**src/rtl/fir_mac_sequencer.sv**
```systemverilog
// Sequential single-MAC FIR filter with valid/ready streaming ports and writable coefficients.
// Define FIR_SEQ_OVF_FLAG_EN to add the sticky saturation flag output ovf.
module fir_mac_sequencer #(
    parameter int NTAPS = 4,
    parameter int W     = 16
) (
    input  logic                     system1000,
    input  logic                     system1000_rst,
    input  logic                     in_valid,
    input  logic signed [W-1:0]      in_data,
    output logic                     in_ready,
    input  logic                     coef_we,
    input  logic [$clog2(NTAPS)-1:0] coef_addr,
    input  logic signed [W-1:0]      coef_data,
    output logic                     out_valid,
    output logic signed [W-1:0]      out_data,
    input  logic                     out_ready
`ifdef FIR_SEQ_OVF_FLAG_EN
    ,
    output logic                     ovf
`endif
);
    localparam int AW = $clog2(NTAPS);
    localparam logic signed [W-1:0] MAX_V = {1'b0, {(W-1){1'b1}}};
    localparam logic signed [W-1:0] MIN_V = {1'b1, {(W-1){1'b0}}};

    typedef enum logic [1:0] {
        IDLE  = 2'd0,
        ACCUM = 2'd1,
        DONE  = 2'd2
    } state_t;

    function automatic logic signed [2*W-1:0] mul_full(input logic signed [W-1:0] a,
                                                       input logic signed [W-1:0] b);
        logic signed [2*W-1:0] ae;
        logic signed [2*W-1:0] be;
        ae = {{W{a[W-1]}}, a};
        be = {{W{b[W-1]}}, b};
        return ae * be;
    endfunction

    // The shifted product fits in W bits only when its top W+1 bits are a pure sign extension.
    function automatic logic sat_q_ovf(input logic signed [2*W-1:0] p);
        logic signed [2*W-1:0] s;
        s = p >>> (W-1);
        return (s[2*W-1:W-1] != {(W+1){s[2*W-1]}});
    endfunction

    function automatic logic signed [W-1:0] sat_q(input logic signed [2*W-1:0] p);
        logic signed [2*W-1:0] s;
        s = p >>> (W-1);
        if (s[2*W-1:W-1] == {(W+1){s[2*W-1]}}) begin
            return s[W-1:0];
        end else if (s[2*W-1]) begin
            return MIN_V;
        end else begin
            return MAX_V;
        end
    endfunction

    function automatic logic sat_add_ovf(input logic signed [W-1:0] a, input logic signed [W-1:0] b);
        logic signed [W-1:0] s;
        s = a + b;
        return (a[W-1] == b[W-1]) && (s[W-1] != a[W-1]);
    endfunction

    function automatic logic signed [W-1:0] sat_add(input logic signed [W-1:0] a,
                                                    input logic signed [W-1:0] b);
        logic signed [W-1:0] s;
        s = a + b;
        if ((a[W-1] == b[W-1]) && (s[W-1] != a[W-1])) begin
            return a[W-1] ? MIN_V : MAX_V;
        end else begin
            return s;
        end
    endfunction

    state_t                r_state;
    logic [AW-1:0]         r_idx;
    logic                  r_drain;
    logic signed [W-1:0]   r_acc;
    logic signed [W-1:0]   r_prod;
    logic signed [W-1:0]   r_x [NTAPS];
    logic signed [W-1:0]   r_c [NTAPS];
    logic signed [2*W-1:0] w_prod;

    assign w_prod    = mul_full(r_x[r_idx], r_c[r_idx]);
    assign in_ready  = (r_state == IDLE);
    assign out_valid = (r_state == DONE);
    assign out_data  = r_acc;

    // Product is registered one cycle ahead of the accumulate, so ACCUM ends with one drain cycle.
    always_ff @(posedge system1000 or posedge system1000_rst) begin
        if (system1000_rst) begin
            r_state <= IDLE;
            r_idx   <= '0;
            r_drain <= 1'b0;
            r_acc   <= '0;
            r_prod  <= '0;
            for (int k = 0; k < NTAPS; k++) begin
                r_x[k] <= '0;
                r_c[k] <= '0;
            end
        end else begin
            case (r_state)
                IDLE: begin
                    for (int k = 0; k < NTAPS; k++) begin
                        if (coef_we && (coef_addr == AW'(k))) begin
                            r_c[k] <= coef_data;
                        end
                    end
                    if (in_valid) begin
                        r_x[0] <= in_data;
                        for (int k = 1; k < NTAPS; k++) begin
                            r_x[k] <= r_x[k-1];
                        end
                        r_acc   <= '0;
                        r_prod  <= '0;
                        r_idx   <= '0;
                        r_drain <= 1'b0;
                        r_state <= ACCUM;
                    end
                end
                ACCUM: begin
                    r_acc <= sat_add(r_acc, r_prod);
                    if (r_drain) begin
                        r_state <= DONE;
                    end else begin
                        r_prod <= sat_q(w_prod);
                        if (r_idx == AW'(NTAPS-1)) begin
                            r_drain <= 1'b1;
                        end else begin
                            r_idx <= r_idx + AW'(1);
                        end
                    end
                end
                DONE: begin
                    if (out_ready) begin
                        r_state <= IDLE;
                    end
                end
                default: begin
                    r_state <= IDLE;
                end
            endcase
        end
    end

`ifdef FIR_SEQ_OVF_FLAG_EN
    logic r_ovf;

    assign ovf = r_ovf;

    // Sticky clamp flag, cleared only by reset.
    always_ff @(posedge system1000 or posedge system1000_rst) begin
        if (system1000_rst) begin
            r_ovf <= 1'b0;
        end else if ((r_state == ACCUM) &&
                     (sat_add_ovf(r_acc, r_prod) || (!r_drain && sat_q_ovf(w_prod)))) begin
            r_ovf <= 1'b1;
        end
    end
`endif

endmodule

```
**config.mk**
```make
export PLATFORM = sky130hd
export DESIGN_NAME = fir_mac_sequencer
export DESIGN_NICKNAME = d
export VERILOG_FILES = /design/src/rtl/fir_mac_sequencer.sv
export SDC_FILE = /design/constraint.sdc
export NUM_CORES = 1
export LEC_CHECK = 0
export BUFFER_PORTS_ARGS = -buffer_cell sky130_fd_sc_hd__clkbuf_2
export CAP_MARGIN = 15
export CORE_MARGIN = 10
export CORE_UTILIZATION = 35
export CTS_BUF_LIST = sky130_fd_sc_hd__clkbuf_16
export DETAILED_ROUTE_END_ITERATION = 8
export GPL_ROUTABILITY_DRIVEN = 0
export GPL_TIMING_DRIVEN = 0
export HOLD_SLACK_MARGIN = 0.05
export PLACE_DENSITY = 0.59
export SLEW_MARGIN = 5
export SYNTH_ARGS = -nofsm -noshare
export SYNTH_HDL_FRONTEND = slang
export SYNTH_SLANG_ARGS = --single-unit
```
**constraint.sdc**
```tcl
create_clock -name system1000 -period 9 [get_ports system1000]
set_clock_uncertainty 0.2 [all_clocks]
set_input_delay 1.8 -clock system1000 [delete_from_list [all_inputs] [get_ports system1000]]
set_output_delay 1.8 -clock system1000 [all_outputs]
set_load 0.02 [all_outputs]
```
==> impl_results.md <==
* Nets at 2267
* Yosys reg bits at 165
* Yosys cell types at 61
* CTS max path bufs at 2
* Required @ worst endpoint at 9.16 ns
* Clock Pin Slew Worst Setup and Hold Paths at 0.07 ns
* Cells after Synth at 1789
* Max stage delay cell, worst path: dfrtp_1
* Post-synth EDFFs at 0
* Initial antenna violation count at 2
* Status: complete, no violations
* Crit path time final at 8.61 ns
* WL per Instance at 16.7 µm
* Via density at 4.90
* Maxcap violations at 0
* CTS tree: done
* Synth top area cells: fa_1, dfrtp_1, nand2_1, ha_1, inv_1
* Synth Net Count at 2185
* Clk Latency, worst-skew pair at 0.45 ns
* Setup ws final at 0.392 ns
* Top_reg_cell synth: dfrtp_1
* Core area at 49200 µm²
* Total number of vias at 12.5k
* Min-Delay Path Depth at 2
* DRT Pass-1 Iters at 5
* Antenna Violating Nets Remaining at 0
* Area share of the largest cell type after synthesis at 30.0%
* Ys async rst share at 100%
* Vias in the first global route at 13.1k
* Fin. max-slew vios at 0
* DP Wirelength at 34.4 mm
* Final worst path period share at 95.6%
* RSZ-0062 raised after global routing: no
* Fillers at 4816
* Ports at 57
* Worst slew pin tran at 0.796 ns
* Total GRT Usage at 14.7%
* Port bufs at 56
* Mean Syn Cell Area at 9.77 µm²
* Die H at 243 µm
* Fmax at 116 MHz
* Largest stage delay, worst path at 0.57 ns
* # DRC at 0
* Global-route wire length before repair at 70.2 mm
* R2R cell count at 27
* Rel. slew slack at 46.4%
* Post-route insts no fill at 2548
* Starting Density at 35.6%
* Fraction of layout cells with a size suffix above 1 at 12.3%
* Critical path endpoint category: flip-flop
* Sequential element share of the synthesized area at 23.6%
* Yosys top cell by area: fa_1
* Final Setup Violations at 0
* Area grow syn2layout at 10.3%
* Crit path DAT at 8.77 ns
* Htree depth at 4
* CTS Sinks at 165
* Hold Crit Class: reg -> reg
* CP Class: reg -> reg
* Dpl ws at -0.908 ns
* CP dominant cell by count: fa_1
* Post-Syn Area at 17500 µm²
* Critical Path Source Type: flip-flop
* TritonCTS Buffers at 17
* Util after Layout at 39.2%
* Rows at 81
* GRT overflow at 0
* Synth warnings at 0
* R2R Setup Slk at 0.39 ns
* Placed cells at 2512
* Die ar. at 59300 µm²
* Largest net degree at the start of global routing at 131
* Initial drt markers at 817
* Worst Path Max Fanout at 10
* DIE WIDTH at 243 µm
* Hold_buf cts at 0
* Final wirelength at 42.6 mm
* Root Buffer: clkbuf_16
* Hold Vio Cnt, Final at 0
==> layout make-up <==
cell class	instances	area [µm²]	area share (%)
Buffer	69	310	1.61
Clock inverter	14	119	0.617
Clock buffer	17	425	2.21
Antenna cell	1	2.50	0.0130
Inverter	304	1150	5.96
Timing Repair Buffer	65	365	1.90
Multi-Input combinational cell	1249	11900	62.0
Sequential cell	165	4130	21.4
Tap cell	664	831	4.31
==> per-stage QoR <==
stage	cell area, µm²	hold WS, ns	setup TNS [ns]
after floorplan	17500	0.238	0
after global placement	18600	0.252	-12.28
after detailed placement	18600	0.261	-13.57
after CTS	19200	0.278	0
after global routing	19300	0.304	0
final	19300	0.274	0
==> per-layer routing <==
layer / up-vias / track usage [%] / wire [µm]
li1: 5732 / - / -
met1: 6419 / 19.4 / 18400
met4: 0 / 3.73 / 690
met2: 302 / 25.0 / 21500
met3: 42 / 2.18 / 2000
met5: - / 0 / 0
==> flip-flops by register name (all words and copies together), names as in the netlist <==
register	flops
r_c	64
r_x	64
out_data	16
r_prod	16
r_idx	2
r_state	2
r_drain	1
==> worst max-delay path: cells and delay by family, from the launching register on <==
family                     cells  cell delay (ns)
muxes                          1             0.47
and+or+nand+nor                4             0.78
buffers and inverters          9             1.77
DFF                            1             0.57
AOI/OAI and AO/OA              6             1.33
adders and majority gates      7             3.34
==> timing repair <==
action                                  4_1_cts  5_1_grt
pin swaps                                     1        1
endpoints found under the setup margin       16       16
resized for setup                            23       15
setup buffers                                 2        4
==> cell usage after synthesis (3+ instances only) <==
| cell type | count |
|---|---|
| mux2i_1 | 8 |
| dfrtp_1 | 165 |
| nor3_1 | 10 |
| inv_1 | 304 |
| o21ai_1 | 19 |
| nand4_1 | 4 |
| and3_1 | 4 |
| mux2_2 | 71 |
| xor2_1 | 8 |
| ha_1 | 95 |
| fa_1 | 262 |
| mux4_2 | 26 |
| nor2_1 | 51 |
| nand3_1 | 13 |
| o31ai_1 | 7 |
| o21bai_1 | 4 |
| a211oi_1 | 4 |
| nor2b_1 | 8 |
| o21ai_0 | 34 |
| a221oi_1 | 3 |
| a21o_1 | 11 |
| or3_1 | 8 |
| buf_1 | 13 |
| clkbuf_1 | 55 |
| nand2_1 | 373 |
| and2_1 | 113 |
| nand2b_1 | 8 |
| a21oi_1 | 39 |
| o311ai_0 | 3 |
| o21a_1 | 6 |
| xnor2_1 | 22 |
==> placed cells by master, fill, tap and decap left out, types with 34 or more instances in the layout <==
master,netlist,final
clkbuf_1,55,38
fa_1,262,261
and2_1,113,113
inv_1,304,303
a21oi_1,39,38
o21ai_0,34,34
clkbuf_2,0,70
nor2_1,51,51
dfrtp_1,165,165
mux2_2,71,71
ha_1,95,95
nand2_1,373,373
==> cell families after synthesis <==
family	after synthesis	synth area share [%]
xor+xnor	30	1.50
fa+ha+maj	357	36.8
mux	106	8.53
simple gates	603	15.5
compound gates	153	5.88
buf+inv	375	8.16
flops	165	23.6
==> path summary, 6_finish.rpt <==
path,endpoint,from
setup / recovery,r_prod[7],r_idx[1]
hold / removal,r_x[10],r_x[10]
setup reg to reg,r_prod[7],r_idx[1]
hold reg to reg,r_x[10],r_x[10]
max in group asynchronous,r_x[12],system1000_rst
min in group asynchronous,out_data[15],system1000_rst
Power is not shown: default switching activity piles up to over one toggle a cycle in this logic, so the estimate is an artifact.
